$ cat src/rtl/atm_pkg.sv
// Shared encodings and default widths for the ATM balance arbiter slice.
package atm_pkg;

  localparam int unsigned DEF_N_TERM = 4;
  localparam int unsigned DEF_ACCT_W = 3;
  localparam int unsigned DEF_BAL_W  = 64;
  localparam int unsigned DEF_AMT_W  = 32;

  typedef enum logic {
    OP_DEPOSITO = 1'b0,
    OP_RETIRO   = 1'b1
  } op_e;

  typedef enum logic [1:0] {
    S_IDLE,
    S_READ,
    S_EXEC,
    S_WRITE
  } state_e;

  typedef enum logic [1:0] {
    RES_OK,
    RES_NSF,
    RES_OVF
  } res_e;

endpackage

$ cat src/rtl/atm_balance_arbiter_rr_arbiter.sv
// Combinational round-robin pick: search starts one past the last winner.
module rr_arbiter #(
  parameter int unsigned N_TERM = 4,
  parameter int unsigned IW     = (N_TERM > 1) ? $clog2(N_TERM) : 1
) (
  input  logic [N_TERM-1:0] req,
  input  logic [IW-1:0]     ptr,
  output logic [N_TERM-1:0] grant,
  output logic [IW-1:0]     idx,
  output logic              valid
);

  logic [IW-1:0] cand;

  always_comb begin
    grant = '0;
    idx   = '0;
    valid = 1'b0;
    cand  = '0;
    for (int unsigned k = 1; k <= N_TERM; k++) begin
      cand = IW'((32'(ptr) + k) % N_TERM);
      if (!valid && req[cand]) begin
        valid       = 1'b1;
        grant[cand] = 1'b1;
        idx         = cand;
      end
    end
  end

endmodule

$ cat src/rtl/atm_balance_arbiter.sv
// Round-robin shared read-modify-write on an account balance store for N_TERM terminals.
module atm_balance_arbiter
  import atm_pkg::*;
#(
  parameter int unsigned N_TERM = DEF_N_TERM,
  parameter int unsigned ACCT_W = DEF_ACCT_W,
  parameter int unsigned BAL_W  = DEF_BAL_W,
  parameter int unsigned AMT_W  = DEF_AMT_W
) (
  input  logic                       clk,
  input  logic                       rst,
  input  logic [N_TERM-1:0]          req,
  input  logic [N_TERM-1:0]          req_op,
  input  logic [N_TERM*ACCT_W-1:0]   req_acct,
  input  logic [N_TERM*AMT_W-1:0]    req_amt,
  input  logic                       init_stb,
  input  logic [ACCT_W-1:0]          init_acct,
  input  logic [BAL_W-1:0]           init_val,
  output logic [N_TERM-1:0]          gnt,
  output logic                       busy,
  output logic                       done,
  output logic [$clog2(N_TERM)-1:0]  done_term,
  output logic                       balance_actualizado,
  output logic                       fondos_insuficientes,
  output logic                       overflow,
  output logic [BAL_W-1:0]           balance_out
);

  localparam int unsigned IW     = $clog2(N_TERM);
  localparam int unsigned N_ACCT = 2 ** ACCT_W;

  state_e state, state_d;

  logic [IW-1:0]     ptr;
  logic [IW-1:0]     win_idx;
  logic [N_TERM-1:0] win_gnt;
  logic              win_valid;
  logic              accept;
  logic              init_we;

  logic [ACCT_W-1:0] acct_arr [N_TERM];
  logic [AMT_W-1:0]  amt_arr  [N_TERM];

  op_e               op_q;
  logic [IW-1:0]     term_q;
  logic [ACCT_W-1:0] acct_q;
  logic [AMT_W-1:0]  amt_q;
  logic [BAL_W-1:0]  bal_q;
  logic [BAL_W-1:0]  res_q;
  res_e              kind_q;

  logic [BAL_W-1:0]  amt_ext;
  logic [BAL_W:0]    sum;
  logic [BAL_W-1:0]  new_bal;
  res_e              kind_d;

  logic [BAL_W-1:0]  mem [N_ACCT];

  always_comb begin
    for (int unsigned i = 0; i < N_TERM; i++) begin
      acct_arr[i] = req_acct[i*ACCT_W +: ACCT_W];
      amt_arr[i]  = req_amt[i*AMT_W +: AMT_W];
    end
  end

  rr_arbiter #(
    .N_TERM (N_TERM),
    .IW     (IW)
  ) u_rr (
    .req   (req),
    .ptr   (ptr),
    .grant (win_gnt),
    .idx   (win_idx),
    .valid (win_valid)
  );

  always_ff @(posedge clk) begin
    if (rst) state <= S_IDLE;
    else     state <= state_d;
  end

  // init_stb outranks a pending request; the request is simply seen again next cycle
  always_comb begin
    state_d = state;
    accept  = 1'b0;
    init_we = 1'b0;
    case (state)
      S_IDLE: begin
        if (init_stb) begin
          init_we = 1'b1;
        end else if (win_valid) begin
          accept  = 1'b1;
          state_d = S_READ;
        end
      end
      S_READ:  state_d = S_EXEC;
      S_EXEC:  state_d = S_WRITE;
      S_WRITE: state_d = S_IDLE;
      default: state_d = S_IDLE;
    endcase
  end

  always_comb begin
    amt_ext = BAL_W'(amt_q);
    sum     = {1'b0, bal_q} + {1'b0, amt_ext};
    new_bal = bal_q;
    kind_d  = RES_OK;
    if (op_q == OP_DEPOSITO) begin
      if (sum[BAL_W]) kind_d  = RES_OVF;
      else            new_bal = sum[BAL_W-1:0];
    end else begin
      if (amt_ext > bal_q) kind_d  = RES_NSF;
      else                 new_bal = bal_q - amt_ext;
    end
  end

  always_ff @(posedge clk) begin
    if (rst) begin
      ptr                  <= IW'(N_TERM - 1);
      gnt                  <= '0;
      busy                 <= 1'b0;
      done                 <= 1'b0;
      done_term            <= '0;
      balance_actualizado  <= 1'b0;
      fondos_insuficientes <= 1'b0;
      overflow             <= 1'b0;
      balance_out          <= '0;
      op_q                 <= OP_DEPOSITO;
      term_q               <= '0;
      acct_q               <= '0;
      amt_q                <= '0;
      bal_q                <= '0;
      res_q                <= '0;
      kind_q               <= RES_OK;
      for (int unsigned a = 0; a < N_ACCT; a++) mem[a] <= '0;
    end else begin
      gnt                  <= accept ? win_gnt : '0;
      busy                 <= (state_d != S_IDLE);
      done                 <= 1'b0;
      balance_actualizado  <= 1'b0;
      fondos_insuficientes <= 1'b0;
      overflow             <= 1'b0;
      if (accept) begin
        ptr    <= win_idx;
        term_q <= win_idx;
        op_q   <= op_e'(req_op[win_idx]);
        acct_q <= acct_arr[win_idx];
        amt_q  <= amt_arr[win_idx];
      end
      if (init_we) mem[init_acct] <= init_val;
      if (state == S_READ) bal_q <= mem[acct_q];
      if (state == S_EXEC) begin
        res_q  <= new_bal;
        kind_q <= kind_d;
      end
      if (state == S_WRITE) begin
        if (kind_q == RES_OK) mem[acct_q] <= res_q;
        done                 <= 1'b1;
        done_term            <= term_q;
        balance_out          <= res_q;
        balance_actualizado  <= (kind_q == RES_OK);
        fondos_insuficientes <= (kind_q == RES_NSF);
        overflow             <= (kind_q == RES_OVF);
      end
    end
  end

endmodule

$ cat config.mk
export PLATFORM = sky130hd
export DESIGN_NAME = atm_balance_arbiter
export DESIGN_NICKNAME = d
export VERILOG_FILES = /design/src/rtl/atm_pkg.sv /design/src/rtl/atm_balance_arbiter_rr_arbiter.sv /design/src/rtl/atm_balance_arbiter.sv
export SDC_FILE = /design/constraint.sdc
export NUM_CORES = 1
export LEC_CHECK = 0
export ABC_CLOCK_PERIOD_IN_PS = 10300
export CORE_ASPECT_RATIO = 1.4
export CORE_MARGIN = 4
export CORE_UTILIZATION = 45
export CTS_CLUSTER_DIAMETER = 100
export CTS_CLUSTER_SIZE = 28
export DETAILED_ROUTE_END_ITERATION = 7
export HOLD_SLACK_MARGIN = 0.12
export PLACE_DENSITY_LB_ADDON = 0.08
export SLEW_MARGIN = 40
export SYNTH_ARGS = -nofsm -noshare
export SYNTH_HDL_FRONTEND = slang
export SYNTH_SLANG_ARGS = --single-unit
$ cat constraint.sdc
create_clock -name clk -period 10.3 [get_ports clk]
set_input_delay 3.09 -clock clk [delete_from_list [all_inputs] [get_ports clk]]
set_output_delay 3.09 -clock clk [all_outputs]
set_load 0.02 [all_outputs]
==> reports/metrics.cfg, run 1 <==
[logic_synthesis]
netlist_area_um2 = 38100
synthDistinctLibCells = 97
synth_area_leaders = edfxtp_1, dfxtp_1, mux4_2
yosysSeqAreaShare_pct = 53.3
synth_fp_nets = 3873
synthMostInstantiatedCell = nor2_1
synth_common_cells = nor2_1, edfxtp_1, nand2_1
syn_inst = 3576
dominantRegCellSynth = edfxtp_1
yosysWarnings = 0
netlist.area_leader.share_pct = 40.3
synth_seq_cells = 759
synth_edf_count = 512
yosysTopAreaCell = edfxtp_1
avgSynthCellArea_um2 = 10.7
synthArstFlopShare_pct = 0

[final_layout]
num_antenna_cells = 0
fin_util_pct = 51.2
fin_nets = 3991
drive_gt1_share_pct = 8.80
final_area_um2 = 43100
syn_to_final_growth_pct = 13.1

[clocking]
post_cts_buffers = 0
clkSinkCount = 759
cts_resized = 0
clk_latency_ns = 0.66
cts_tree = done
cts.path.max_buffers = 3
clock-root-buffer = clkbuf_16
cts_buffers = 31
htree_num_levels = 1
clkTransAtPathRegs_ns = 0.10
ctsHoldBuffers = 0

[route]
via_per_inst = 6.06
ant_nets = 0
vias = 29111
route.detailed.drc = 0
totalWireLength_um = 130000
first_pass_iters = 6
wl_per_cell_um = 27.1
drt-initial-drc-count = 2718

[sta]
tns_ns = 0
max-slew-margin-rel_pct = 37.0
worst_slew_pin_slew_ns = 0.942
fmax_ghz = 0.163
fin_crit_sh_pct = 59.6
hold_viol_final = 0
report.final.slew_viol_count = 0
rsz0062_at_grt = no
finalClockSkew_ns = 0.0221
holdWs_ns = 0.503
min_period_ns = 6.13
setup_viol = 0
setup_slack_ns = 4.17

[placement]
gp_congestion = 0.978
placed_cell_area_um2 = 42100
place_ws_ns = 3.53
numPortBuffers = 292
dp_hpwl_um = 91000

[global_routing]
met2_usage_pct = 52.2
met1_usage_pct = 33.2
grt_overflow = 0
grt_pass1_wl_um = 190000
antenna_found_initial = 0
gr-usage-all-layers_pct = 28.1
grt_pass1_vias = 29626
grt_max_degree = 74
top_usage_layer = met2
grtUsageMet3_pct = 2.35

[die]
io_pins = 293
initial_core_util_pct = 45.3
fp.dieW_um = 254
core_um2 = 84200
rows = 126
die-height_um = 352
die-area_um2 = 89500

[setup_path]
cp.required_ns = 10.88
critical_path_class = in -> reg
cp-end-kind = flop
max_stage_delay_ns = 0.54
crit_slowest_cell = buf_4
critPathMaxFanout = 72
worstPathArrival_ns = 6.71
path_cells = clkdlybuf4s50_1 > mux2i_1 > mux2i_1 > or3_1 > nor2_1 > o32a_2 > buf_4 > nand2_1 > nand3_1 > nand3_1 > a21oi_1
crit_path_start_kind = input port

[run]
cap_viol_max_count = 0

[hold_path]
hp-class = reg -> reg

[power]
cellPowerDensity_nw_per_um2 = 268
leakage_nw = 14.9
irDropWorstVdd_uv = 186

[status]
outcome = completed

[logic make-up (layout without fill, tap and decap cells)]
group | count (synthesis) | count (layout) | share of synthesized area, %
simple gates | 1468 | 1468 | 16.7
flops | 759 | 759 | 53.3
compound gates | 541 | 541 | 9.80
buf+inv | 350 | 492 | 3.51
mux | 341 | 341 | 13.2
fa+ha+maj | 79 | 79 | 2.63
xor+xnor | 38 | 38 | 0.873
[final timing paths]
| check | from | end | slack, ns | cells after the start |
|---|---|---|---|---|
| setup / recovery | req[1] | amt_q[18]$_SDFFE_PP0P_ | 4.17 | 11 |
| hold / removal | balance_out[32]$_SDFFE_PP0P_ | balance_out[32]$_SDFFE_PP0P_ | 0.50 | 2 |
| setup reg to reg | amt_q[0]$_SDFFE_PP0P_ | res_q[22]$_SDFFE_PP0P_ | 5.31 | 13 |
| hold reg to reg | balance_out[32]$_SDFFE_PP0P_ | balance_out[32]$_SDFFE_PP0P_ | 0.50 | 2 |
[power by group]
group          switching [mW]  internal [mW]  leakage [nW]
combinational            3.68           2.11          7.16
clock                   0.948          0.580         0.426
sequential              0.564           3.66          7.31
total                    5.19           6.35          14.9
[critical path: cells and delay by family]
kind                   cells  cell delay [ns]
AO/OA/AOI/OAI              2             0.41
multiplexers               2             0.74
AND/OR/NAND/NOR            5             1.34
buffers and inverters      2             1.03
[registers in the layout, summed over array words and instances, names as in the netlist, 3 cells and up]
name / cells
acct_q: 3
amt_q: 32
bal_q: 64
balance_out: 64
gnt: 4
mem: 512
res_q: 64
[layout by cell type, fill, tap and decap left out, types with 17 or more instances in the layout]
master,count
a211oi_1,83
a21o_1,20
a21oi_1,144
a31oi_1,26
buf_4,47
clkbuf_1,22
clkbuf_16,31
clkdlybuf4s50_1,291
dfxtp_1,244
edfxtp_1,512
ha_1,74
inv_1,70
inv_2,17
mux2i_1,177
mux2i_2,29
mux4_2,130
nand2_1,286
nand2b_1,20
nand3_1,147
nand4_1,25
nor2_1,764
nor2b_1,25
nor3_1,57
nor4_1,26
o211ai_1,18
o21ai_0,44
o21ai_1,21
o31ai_1,31
or3_1,22
xnor2_1,28
[per-layer routing]
layer | vias to the layer above | part of all wire, %
met5 | - | 0
met4 | 0 | 4.8
met3 | 230 | 5.7
met2 | 1123 | 53
met1 | 14536 | 37
li1 | 13222 | -
[metrics by stage]
step	power, mW	cells
CTS	11.5	4802
floorplan	8.07	3576
global placement	9.93	4744
detailed placement	10.0	4745
global route	12.2	4806
finish	11.5	4806
[cell type report]
| type | instances | area, um^2 |
|---|---|---|
| fill | 7628 | 41100 |
| sequential | 759 | 20300 |
| clock inverter | 4 | 31.3 |
| timing repair buffer | 348 | 3400 |
| clock buffer | 53 | 858 |
| multi-input combinational | 2467 | 16800 |
| inverter | 87 | 327 |
| tap | 1088 | 1360 |
(Power assumes the default switching activity.)
==> run 2, diff against run 1 <==
ABC_CLOCK_PERIOD_IN_PS = 6000   (was 10300)
clock period = 6 ns   (was 10.3 ns; I/O delays follow)
==> run 2 against run 1 <==
  * Global-route usage grew 1.2 points
  * Sequential cell count is the same
  * Clock skew grew 0.0059 ns
  * Register-to-register slack lost 4.3 ns
  * First-iteration DRC count shrank 2.0%
  * Combinational power grew 72%
  * Worst hold slack lost 0.013 ns
  * Largest cell class unchanged
  * Highest routed layer unchanged
==> reports/metrics.cfg, run 2 (synthesis results as in run 1) <==
[final_layout]
fin_util_pct = 51.7  ; was 51.2%
fillCellCount = 7615  ; was 7,628
mostFrequentLayoutCell = nor2_1  ; unchanged
drive_gt1_share_pct = 8.77  ; was 8.80%
fin_nets = 4009  ; was 3,991
layout_common_cells = nor2_1, edfxtp_1, clkdlybuf4s50_1  ; unchanged
layout.cells.non_filler = 4829  ; was 4,806
largest_register = mem  ; unchanged
multi_input_area_um2 = 16700  ; was 16,800 um^2
regArea_um2 = 20300  ; unchanged
syn_to_final_growth_pct = 14.0  ; was 13.1%
largest_register_ffs = 512  ; unchanged

[global_routing]
met1_usage_pct = 36.2  ; was 33.2%
grt_max_degree = 159  ; was 74
top_usage_layer = met2  ; unchanged
grt_overflow = 0  ; unchanged
grtUsageMet3_pct = 3.49  ; was 2.35%
grt_pass1_vias = 29539  ; was 29,626
antenna_found_initial = 2  ; was 0
gr-usage-all-layers_pct = 29.3  ; was 28.1%
grt_pass1_wl_um = 197000  ; was 190,000 um
met2_usage_pct = 52.6  ; was 52.2%

[clocking]
cts_tree = done  ; unchanged
cts_buffers = 35  ; was 31
cts.path.max_buffers = 3  ; unchanged
ctsHoldBuffers = 0  ; unchanged
cts_resized = 0  ; unchanged
clk_latency_ns = 0.63  ; was 0.66 ns
post_cts_buffers = 0  ; unchanged
clkSinkCount = 759  ; unchanged
htree_num_levels = 2  ; was 1
clock-root-buffer = clkbuf_16  ; unchanged
clkTransAtPathRegs_ns = 0.11  ; was 0.10 ns

[setup_path]
path_delay_family = compound AO/OA/AOI/OAI gates  ; was simple AND/OR/NAND/NOR gates
path_cells = ha_1 > nor4_1 > and3_1 > o211ai_1 > a211o_1 > a21oi_1 > buf_4 > nor3_1 > o22ai_1 > a21oi_1  ; was clkdlybuf4s50_1 > mux2i_1 > mux2i_1 > or3_1 > nor2_1 > o32a_2 > buf_4 > nand2_1 > nand3_1 > nand3_1 > a21oi_1
cp-end-kind = flop  ; unchanged
critical_path_class = reg -> reg  ; was in -> reg
critPathMaxFanout = 13  ; was 72
worstPathArrival_ns = 5.47  ; was 6.71 ns
crit_path_start_kind = flop  ; was input port
cp.required_ns = 6.49  ; was 10.88 ns
crit_slowest_cell = a21oi_1  ; was buf_4
crit_buf_inv = 1  ; was 2
path_common_cell = a21oi_1
max_stage_delay_ns = 0.73  ; was 0.54 ns

[route]
first_pass_iters = 5  ; was 6
drt-initial-drc-count = 2663  ; was 2,718
totalWireLength_um = 135000  ; was 130,000 um
via_per_inst = 6.10  ; was 6.06
ant_nets = 0  ; unchanged
wl_per_cell_um = 27.9  ; was 27.1 um
route.detailed.drc = 0  ; unchanged
vias = 29475  ; was 29,111

[die]
initial_core_util_pct = 45.3  ; unchanged
fp.dieW_um = 254  ; unchanged
core_um2 = 84200  ; unchanged
die-area_um2 = 89500  ; unchanged
rows = 126  ; unchanged
die-height_um = 352  ; unchanged
io_pins = 293  ; unchanged

[sta]
min_period_ns = 4.98
max-slew-margin-rel_pct = 40.6  ; was 37.0%
worst_slew_pin_slew_ns = 0.891  ; was 0.942 ns
rsz0062_at_grt = no  ; unchanged
report.final.slew_viol_count = 0  ; unchanged
setup_viol = 0  ; unchanged
finalClockSkew_ns = 0.0281  ; was 0.0221 ns
fmax_ghz = 0.201
hold_viol_final = 0  ; unchanged
fin_crit_sh_pct = 83.0
tns_ns = 0  ; unchanged

[power]
cellPowerDensity_nw_per_um2 = 465  ; was 268 nW/um^2
leakage_nw = 15.1  ; was 14.9 nW
irDropWorstVdd_uv = 258  ; was 186 uV
power_mw = 20.2  ; was 11.5 mW

[hold_path]
hp-class = reg -> reg  ; unchanged

[status]
outcome = completed  ; unchanged

[placement]
numPortBuffers = 292  ; unchanged
gp_congestion = 0.927  ; was 0.978
placed_cells = 4762  ; was 4,745
dp_hpwl_um = 90900  ; was 91,000 um

[run]
cap_viol_max_count = 0  ; unchanged

==> run 2: cell types whose count changed in the layout (fill, tap and decap cells not counted), sizes merged <==
| cell | previous run | this run |
|---|---|---|
| clkinv | 1 | 4 |
| clkbuf | 54 | 59 |
| buf | 56 | 69 |
| diode | 0 | 2 |
==> run 2: worst min-delay path: cells and delay by family, from the launching register on <==
family           cells  cell delay [ns]
AO/OA/AOI/OAI        1             0.05
AND/OR/NAND/NOR      1             0.06
flip-flops           1             0.34
==> run 2: worst paths after layout <==
kind,slack (ns),cells after the start,end,start
setup / recovery,1.02,10,res_q[11]$_SDFFE_PP0P_,bal_q[12]$_SDFFE_PP0N_
hold / removal,0.49,2,amt_q[11]$_SDFFE_PP0P_,amt_q[11]$_SDFFE_PP0P_
setup reg to reg,1.02,10,res_q[11]$_SDFFE_PP0P_,bal_q[12]$_SDFFE_PP0N_
hold reg to reg,0.49,2,amt_q[11]$_SDFFE_PP0P_,amt_q[11]$_SDFFE_PP0P_
==> run 2: routing by layer <==
layer / share of wire [%] / vias to the layer above
li1: - / 13266
met1: 38 / 14792
met2: 51 / 1189
met3: 6.2 / 228
met4: 4.0 / 0
met5: 0 / -
==> run 2: final cells by class <==
| type | instances | share of cell area (%) |
|---|---|---|
| clock inverter | 7 | 0.285 |
| antenna | 2 | 0.0115 |
| inverter | 87 | 0.751 |
| multi-input combinational | 2467 | 38.4 |
| sequential | 759 | 46.8 |
| clock buffer | 57 | 2.30 |
| timing repair buffer | 362 | 8.40 |
| tap | 1088 | 3.13 |
==> run 2: where the power goes <==
group	switching [mW]	internal (mW)
clock network	1.79	1.21
logic	6.29	3.66
registers	1.01	6.28
total	9.08	11.2
==> run 2: through the flow <==
stage | setup slack [ns] | area (um^2) | hold slack [ns]
after floorplan | 0.802 | 38100 | 0.435
after global placement | 0.876 | 42200 | 0.472
after detailed placement | 0.661 | 42300 | 0.476
after CTS | 1.18 | 43500 | 0.488
after global routing | 0.966 | 43500 | 0.514
final | 1.02 | 43500 | 0.491
==> run 3, diff against run 2 <==
ABC_CLOCK_PERIOD_IN_PS = 4120   (was 6000)
clock period = 4.12 ns   (was 6 ns; I/O delays follow)
==> run 3 against run 2 <==
  * Routed wire length up 2.9%
  * Via count up 2.5%
  * Cell count up 3.0%
  * Total power up 53%
  * Die area unchanged
  * First-iteration DRC count down 0.60%
  * Critical endpoint is now res_q[55]$_SDFFE_PP0P_
  * Largest cell class unchanged
  * Largest power group unchanged
==> reports/metrics.cfg, run 3 (synthesis results as in run 1) <==
[power]
power_mw = 30.9  ; was 20.2 mW
leakage_nw = 15.8  ; was 15.1 nW
cellPowerDensity_nw_per_um2 = 692  ; was 465 nW/um^2
irDropWorstVdd_uv = 349  ; was 258 uV

[hold_path]
hp-class = reg -> reg  ; unchanged
worstHoldStart = amt_q[9]$_SDFFE_PP0P_  ; was amt_q[11]$_SDFFE_PP0P_

[placement]
placed_cell_area_um2 = 43600  ; was 42,300 um^2
gp_congestion = 0.989  ; was 0.927
dp_hpwl_um = 95500  ; was 90,900 um
placed_cells = 4908  ; was 4,762
place_ws_ns = 0.0507  ; was 0.661 ns
numPortBuffers = 292  ; unchanged

[final_layout]
mostFrequentLayoutCell = nor2_1  ; unchanged
fin_nets = 4154  ; was 4,009
largest_register_ffs = 512  ; unchanged
syn_to_final_growth_pct = 17.2  ; was 14.0%
layout.cells.non_filler = 4972  ; was 4,829
final_area_um2 = 44700  ; was 43,500 um^2
fillCellCount = 7502  ; was 7,615
largest_register = mem  ; unchanged
drive_gt1_share_pct = 11.8  ; was 8.77%
fin_util_pct = 53.1  ; was 51.7%
layout_common_cells = nor2_1, edfxtp_1, clkdlybuf4s50_1  ; unchanged

[clocking]
cts_buffers = 34  ; was 35
clkSinkCount = 759  ; unchanged
clkTransAtPathRegs_ns = 0.11  ; about the same
cts_resized = 0  ; unchanged
ctsHoldBuffers = 0  ; unchanged
clock-root-buffer = clkbuf_16  ; unchanged
cts_tree = done  ; unchanged
htree_num_levels = 2  ; unchanged
cts.path.max_buffers = 3  ; unchanged
clk_latency_ns = 0.63  ; about the same
post_cts_buffers = 0  ; unchanged

[sta]
tns_ns = 0  ; unchanged
holdWs_ns = 0.488  ; was 0.491 ns
fmax_ghz = 0.252  ; was 0.201 GHz
report.final.slew_viol_count = 0  ; unchanged
setup_viol = 0  ; unchanged
fin_crit_sh_pct = 96.3  ; was 83.0%
finalClockSkew_ns = 0.0277  ; was 0.0281 ns
worst_slew_pin_slew_ns = 0.864  ; was 0.891 ns
hold_viol_final = 0  ; unchanged
setup_slack_ns = 0.152  ; was 1.02 ns
min_period_ns = 3.97  ; was 4.98 ns
rsz0062_at_grt = no  ; unchanged
max-slew-margin-rel_pct = 42.4  ; was 40.6%

[die]
core_um2 = 84200  ; unchanged
io_pins = 293  ; unchanged
initial_core_util_pct = 45.3  ; unchanged
die-height_um = 352  ; unchanged
rows = 126  ; unchanged
fp.dieW_um = 254  ; unchanged
die-area_um2 = 89500  ; unchanged

[route]
totalWireLength_um = 139000  ; was 135,000 um
via_per_inst = 6.07  ; was 6.10
route.detailed.drc = 0  ; unchanged
wl_per_cell_um = 27.9  ; about the same
first_pass_iters = 6  ; was 5
vias = 30200  ; was 29,475
drt-initial-drc-count = 2647  ; was 2,663
ant_nets = 0  ; unchanged

[global_routing]
antenna_found_initial = 1  ; was 2
grt_max_degree = 139  ; was 159
grt_pass1_wl_um = 203000  ; was 197,000 um
grt_overflow = 0  ; unchanged
grt_pass1_vias = 30749  ; was 29,539
gr-usage-all-layers_pct = 30.2  ; was 29.3%

[setup_path]
crit_buf_inv = 3  ; was 1
reg2reg_from = bal_q[11]$_SDFFE_PP0N_  ; was bal_q[12]$_SDFFE_PP0N_
max_stage_delay_ns = 0.64  ; was 0.73 ns
path_delay_family = compound AO/OA/AOI/OAI gates  ; unchanged
critPathMaxFanout = 12  ; was 13
path_cells = ha_1 > inv_2 > a21oi_1 > a31oi_1 > a2111oi_1 > buf_4 > a211o_1 > a21oi_1 > buf_4 > nor4_1 > a221oi_1 > a31oi_1  ; was ha_1 > nor4_1 > and3_1 > o211ai_1 > a211o_1 > a21oi_1 > buf_4 > nor3_1 > o22ai_1 > a21oi_1
critical_path_class = reg -> reg  ; unchanged
cp-end-kind = flop  ; unchanged
cp.required_ns = 4.67  ; was 6.49 ns
crit_slowest_cell = nor4_1  ; was a21oi_1
crit_path_start_kind = flop  ; unchanged
worstPathArrival_ns = 4.51  ; was 5.47 ns
startpoint = bal_q[11]$_SDFFE_PP0N_  ; was bal_q[12]$_SDFFE_PP0N_

[run]
cap_viol_max_count = 0  ; unchanged

[status]
outcome = completed  ; unchanged

## run 3: worst register-to-register path: stages (launching register included)
cell and delay [ns]:
dfxtp_1 0.42, ha_1 0.63, inv_2 0.09, a21oi_1 0.27, a31oi_1 0.15, a2111oi_1 0.54
buf_4 0.23, a211o_1 0.25, a21oi_1 0.12, buf_4 0.17, nor4_1 0.64, a221oi_1 0.17
a31oi_1 0.21
## run 3: per-layer routing
metal  GRT usage, %  wire length (um)
met5              0                 0
met4           13.2              7090
met1           37.9             53700
met3           3.95              9030
met2           52.3             69000
## run 3: where the power goes
group          internal [mW]  switching (mW)
clock network           1.67            2.54
logic                   6.29            10.0
registers               9.15            1.29
total                   17.1            13.8
## run 3: final timing paths
check,to,slack (ns),depth (start not counted)
worst max register to register,res_q[55]$_SDFFE_PP0P_,0.15,12
worst max-delay path,res_q[55]$_SDFFE_PP0P_,0.15,12
worst min-delay path,amt_q[9]$_SDFFE_PP0P_,0.49,2
worst min register to register,amt_q[9]$_SDFFE_PP0P_,0.49,2
## run 3: cell type report
class,count,area (um^2),share of cell area (%)
Sequential cell,759,20300,45.5
Clock inverter,6,90.1,0.201
Clock buffer,56,955,2.13
Timing Repair Buffer,508,5060,11.3
Tap cell,1088,1360,3.04
Inverter,87,327,0.730
Multi-Input combinational cell,2467,16600,37.1
Antenna cell,1,2.50,0.00560
